--- src/rtl/mem_port_arbiter.sv ---
`default_nettype none
// ============================================================================
// Module  : mem_port_arbiter
// Purpose : Round-robin sharing of one fixed-latency memory between the
//           instruction-fetch port and the load/store data port.
// Rev     : 1.0
// ============================================================================
module mem_port_arbiter #(
  parameter int ADDR_WIDTH  = 32,
  parameter int DATA_WIDTH  = 32,
  parameter int MEM_LATENCY = 2
) (
  input  logic                    clk,
  input  logic                    rst,

  input  logic                    i_req,
  input  logic [ADDR_WIDTH-1:0]   i_addr,
  output logic                    i_gnt,
  output logic                    i_rvalid,
  output logic [DATA_WIDTH-1:0]   i_rdata,

  input  logic                    d_req,
  input  logic                    d_we,
  input  logic [ADDR_WIDTH-1:0]   d_addr,
  input  logic [DATA_WIDTH-1:0]   d_wdata,
  input  logic [DATA_WIDTH/8-1:0] d_be,
  output logic                    d_gnt,
  output logic                    d_rvalid,
  output logic [DATA_WIDTH-1:0]   d_rdata,

  output logic                    mem_en,
  output logic                    mem_we,
  output logic [ADDR_WIDTH-1:0]   mem_addr,
  output logic [DATA_WIDTH-1:0]   mem_wdata,
  output logic [DATA_WIDTH/8-1:0] mem_be,
  input  logic [DATA_WIDTH-1:0]   mem_rdata
);

  localparam int         BE_W  = DATA_WIDTH / 8;
  localparam logic [3:0] c_LAT = 4'(MEM_LATENCY);

  typedef enum logic [0:0] {
    S_IDLE = 1'b0,
    S_BUSY = 1'b1
  } state_t;

  state_t     r_state;
  logic [3:0] r_lat_cnt;
  logic       r_owner_d;
  logic       r_last_d;

  logic w_final;
  logic w_can_grant;
  logic w_gnt_i;
  logic w_gnt_d;

  // The final BUSY cycle both retires the current access and may accept the next.
  assign w_final     = (r_state == S_BUSY) && (r_lat_cnt == 4'd1);
  assign w_can_grant = rst && ((r_state == S_IDLE) || w_final);

  // On conflict the port that was not served last wins.
  assign w_gnt_d = w_can_grant && d_req && (!i_req || !r_last_d);
  assign w_gnt_i = w_can_grant && i_req && !w_gnt_d;

  assign i_gnt    = w_gnt_i;
  assign d_gnt    = w_gnt_d;
  assign i_rvalid = rst && w_final && !r_owner_d;
  assign d_rvalid = rst && w_final &&  r_owner_d;
  assign i_rdata  = i_rvalid ? mem_rdata : '0;
  assign d_rdata  = d_rvalid ? mem_rdata : '0;

  assign mem_en    = w_gnt_i || w_gnt_d;
  assign mem_we    = w_gnt_d && d_we;
  assign mem_addr  = w_gnt_d ? d_addr  : (w_gnt_i ? i_addr : '0);
  assign mem_wdata = w_gnt_d ? d_wdata : '0;
  assign mem_be    = w_gnt_d ? d_be    : (w_gnt_i ? {BE_W{1'b1}} : '0);

  always_ff @(posedge clk or negedge rst) begin
    if (!rst) begin
      r_state   <= S_IDLE;
      r_lat_cnt <= 4'd0;
      r_owner_d <= 1'b0;
      r_last_d  <= 1'b0;
    end else if (w_gnt_i || w_gnt_d) begin
      r_state   <= S_BUSY;
      r_lat_cnt <= c_LAT;
      r_owner_d <= w_gnt_d;
      r_last_d  <= w_gnt_d;
    end else if (r_state == S_BUSY) begin
      r_lat_cnt <= r_lat_cnt - 4'd1;
      if (w_final) begin
        r_state <= S_IDLE;
      end
    end
  end

endmodule
`default_nettype wire

--- config.mk ---
export PLATFORM = sky130hd
export DESIGN_NAME = mem_port_arbiter
export DESIGN_NICKNAME = d
export VERILOG_FILES = /design/src/rtl/mem_port_arbiter.sv
export SDC_FILE = /design/constraint.sdc
export NUM_CORES = 1
export LEC_CHECK = 0
export CAP_MARGIN = 20
export CORE_AREA = 2 2 108 110
export DETAILED_ROUTE_END_ITERATION = 16
export DIE_AREA = 0 0 110 112
export GPL_TIMING_DRIVEN = 0
export MAX_ROUTING_LAYER = met4
export PLACE_DENSITY = 0.61
export REMOVE_ABC_BUFFERS = 1
export SYNTH_ARGS = -nofsm -noshare
export SYNTH_HDL_FRONTEND = slang
export SYNTH_SLANG_ARGS = --single-unit
--- constraint.sdc ---
create_clock -name clk -period 2.45 [get_ports clk]
set_input_delay 0.735 -clock clk [delete_from_list [all_inputs] [get_ports clk]]
set_output_delay 0.735 -clock clk [all_outputs]
set_load 0.01 [all_outputs]
-- Yosys cells after proc, flatten, opt, wreduce, memory -nomap -nowiden
Cells that the tools add are included.
- flip-flop bits (word level): 6
- output and inout bits: 138
- word-level logic and storage cells: 35
- $add $sub $neg: 1
- equal/unequal tests: 1
- muxes and demuxes: 12
- bitwise logic cells: 1
- reduce and logical (&&, ||, !) cells: 17
- operators by type and width (operator ; number):
    2-to-1 mux 32 bit ; 5
    2-to-1 mux 4 bit ; 4
    logical AND 1 bit ; 10
    equality test 4 x 1 -> 1 bit (second input constant) ; 1
    subtractor 4 x 1 -> 4 bit (second input constant) ; 1
    logical NOT 1 bit ; 3
    logical OR 1 bit ; 3
    2-to-1 mux 1 bit ; 3
    nonzero test 2 bit ; 1
    inverter 1 bit ; 1

-- Logic depth before layout (Yosys ltp)
- depth after elaboration: 10
- gate-level depth with buffers: 7
- depth with buffers taken out: 5

-- Least setup slack after synthesis
No wires, ideal clock.
- path kind: input to output
- from: in i_req
- to: out mem_wdata[22]
- arrival time: 1.872 ns
- required time: 1.715 ns
- slack: -0.157 ns
- stages: 6
- cells stage by stage: buf_2 a21bo_2 buf_2 a211oi_4 buf_6 and2_2
- longest elaborated chain between the ends: 4
- ends and longest elaborated chain (element ; RTL line ; text):
    start, declared ; 16 ; input logic i_req,
    logical NOT 1 bit ; 62 ; assign w_gnt_d = w_can_grant && d_req && (!i_req || !r_last_d);
    logical OR 1 bit ; 62 ;
    logical AND 1 bit ; 62 ;
    net d_gnt ; 27 ; output logic d_gnt,
    2-to-1 mux 32 bit ; 75 ; assign mem_wdata = w_gnt_d ? d_wdata : '0;
    end, declared ; 34 ; output logic [DATA_WIDTH-1:0] mem_wdata,
The timed path passes the listed nets, and every way through them passes these cells.

-- Worst setup path after layout
- from: reg r_lat_cnt[1]
- to: out mem_wdata[9]
- longest elaborated chain between the ends: 7
- ends and longest elaborated chain (element ; RTL line ; text):
    start, declared ; 48 ; logic [3:0] r_lat_cnt;
    start signal, assigned ; 86 ; r_lat_cnt <= c_LAT;
    start signal, assigned ; 90 ; r_lat_cnt <= r_lat_cnt - 4'd1;
    equality test 4 x 1 -> 1 bit ; 58 ; assign w_final = (r_state == S_BUSY) && (r_lat_cnt == 4'd1);
    logical AND 1 bit ; 58 ;
    logical OR 1 bit ; 59 ; assign w_can_grant = rst && ((r_state == S_IDLE) || w_final);
    logical AND 1 bit ; 59 ;
    logical AND 1 bit (2 in series) ; 62 ;
    2-to-1 mux 32 bit ; 75 ;
No other way between the ends.

==> results.yml <==
outcome:
  status: "complete, but fails checks"
  violations: "setup timing"
sta:
  tightest_slew_ns: 0.402
  period_share: 1.17
  whs_ns: 0.299
  timing.fmax_mhz: 349
  finalHoldViolCount: 0
  maxSlewHeadroom: 0.732
  setup_slack_ns: -0.414
  rsz0062_at_grt: "true"
  finalSetupTns_ns: -34.31
  timing_max_transition_violations_final: 0
  setup_viol: 133
  finClkSkew_ns: 0.00159
  min_period_ns: 2.86
finish:
  nNetsFinal: 754
  mostFrequentLayoutCell: "clkdlybuf4s50_1"
  drive_gt1_frac: 0.592
  final_cell_mix: "clkdlybuf4s50_1, buf_6, and2_4"
  final_area_um2: 5940
  syn2layout_area_growth_pct: 268
  antenna-diode-count: 0
  final_util: 0.532
placement:
  place_hpwl_um: 7520
  port_buffers: 274
  gp_congestion: 0.798
  dpl_cell_area_um2: 4530
synth:
  syn_area_um2: 1610
  synth-seq-cells: 6
  synth_cell_types: 27
  yosysWarnings: 0
  synth_area_per_cell_um2: 6.07
  ys_seq_area_frac: 0.0930
  synth_cells: 266
routing:
  vias_per_cell: 4.38
  antenna_left: 0
  vias: 3313
  wirelength_um: 12600
  drc: 0
  drtIter0Drc: 138
  wl_per_cell_um: 16.7
  firstDrtPassIters: 4
worst_setup_path:
  critPathTopFamily: "buffers and inverters"
  crit_required_ns: 1.71
  crit_fanout: 6
  worst_setup_path_end_kind: "output pin"
  rrSetupSlack_ns: 0.59
  max_stage_delay_ns: 0.43
  cp-start-kind: "flip-flop"
  cp.arrival_ns: 2.13
  path_class: "flip-flop to output pin"
  slowest_stage: "or3b_4"
  worst-path-buf-inv: 5
  cp_cell_sequence: "inv_2 -> ha_4 -> or3b_4 -> buf_6 -> a211oi_4 -> buf_6 -> buf_6 -> and2_4 -> buf_6"
  cp_common_cell: "buf_6"
power_and_ir_drop:
  p_switching_mw: 1.09
  p_sw_frac: 0.396
  p_comb_frac: 0.795
  power.density_nw_per_um2: 464
  power_frac_seq: 0.105
  clkPwrFrac: 0.100
  p_total_mw: 2.76
  leakage_nw: 2.78
  ir_worst_vdd_mv: 0.286
  internal_power_mw: 1.67
floorplanning:
  initial_utilization: 0.144
  design.die.area_um2: 12300
  io_pins: 275
  fp-row-count: 39
  fp.dieH_um: 112
  coreArea_um2: 11200
  die_w_um: 110
run:
  maxCapViolations: 0
clock_tree:
  cts_made_buffers: 3
  clk_latency_ns: 0.23
  htree_levels: 1
  cts_tree: "yes"
  path_clk_slew_ns: 0.04
  clock_path_buffers: 2
  clockRootBuffer: "clkbuf_16"
  clock-sinks: 6
grt:
  grt_pass1_vias: 3351
  antenna_found_initial: 0
  grt_max_degree: 18
  grt_pass1_wl_um: 17500
  grt.overflow.total: 0
  track_usage: 0.190
min_path:
  hold_path_class: "input pin to asynchronous set/reset pin"
-- what timing repair did --
item | 4_1_cts | 5_1_grt
setup endpoints to repair | 138 | 138
resized for setup | 625 | 176
setup buffers | 56 | 31
hold buffers | 0 | 0
endpoints found under the hold margin | 0 | 0
pin swaps | 67 | 32
cloned | 11 | 2
-- state kept, by name (all words and copies together) (netlist names) --
signal and cells:
r_lat_cnt 4, r_owner_d 1, r_state 1
-- cells in the mapped netlist --
master	n	area, um2
a211oi_1	1	7.51
a211oi_4	1	20.0
a21bo_2	1	10.0
a21boi_1	1	7.51
a21oi_1	37	185
and2_1	84	526
and2_2	13	97.6
and4_1	1	8.76
buf_1	4	15.0
buf_2	6	30.0
buf_6	3	33.8
clkbuf_1	12	45.0
dfrtp_1	6	150
ha_1	2	25.0
inv_1	4	15.0
nand2_1	41	154
nand3_1	32	160
nor2_1	5	18.8
nor3b_1	1	7.51
nor4_4	1	21.3
nor4b_1	1	8.76
o21ai_0	3	15.0
o22a_1	1	8.76
o22ai_1	1	6.26
or3b_4	1	11.3
xnor2_1	2	17.5
xor2_1	1	8.76
-- power by group through the flow --
stage / Sequential [mW] / Combinational [mW] / Clock (mW)
after detailed placement: 0.232 / 1.28 / 0
final: 0.289 / 2.19 / 0.275
after global placement: 0.221 / 1.21 / 0
after global routing: 0.301 / 2.33 / 0.288
after CTS: 0.274 / 1.95 / 0.279
after floorplan: 0.209 / 0.529 / 0
-- worst paths after layout --
check,from,to,cells past startpoint
max,r_lat_cnt[1],mem_wdata[9],9
min,rst,r_lat_cnt[0],1
max reg2reg,r_lat_cnt[1],r_owner_d,10
min reg2reg,r_lat_cnt[1],r_lat_cnt[1],3
max in group asynchronous,rst,r_owner_d,1
min in group clk,r_lat_cnt[1],r_lat_cnt[1],3
-- metal layers --
metal | track usage | wire [um]
met3 | 0.0293 | 904
met1 | 0.211 | 4840
met4 | 0.0354 | 104
met5 | - | 0
met2 | 0.353 | 6790
-- cell type report --
cell class / count / area [um2]
Multi-Input combinational cell: 237 / 1810
Sequential cell: 6 / 153
Inverter: 4 / 18.8
Tap cell: 143 / 179
Fill cell: 1041 / 5230
Timing Repair Buffer: 363 / 3710
Clock buffer: 3 / 75.1
-- cell families after synthesis --
group                    synth area share
flip-flops                         0.0930
buffers and inverters              0.0860
adder cells (fa/ha/maj)            0.0155
AND/OR/NAND/NOR                     0.628
AO/OA/AOI/OAI                       0.161
XOR/XNOR                           0.0163
-- per-stage QoR --
stage / std cells / setup slack (ns)
after floorplan: 241 / -1.36
after global placement: 658 / -3.60
after detailed placement: 662 / -2.29
after CTS: 732 / -0.487
after global routing: 756 / -0.477
final: 756 / -0.414
No activity file was read; power rests on OpenSTA's default activity.
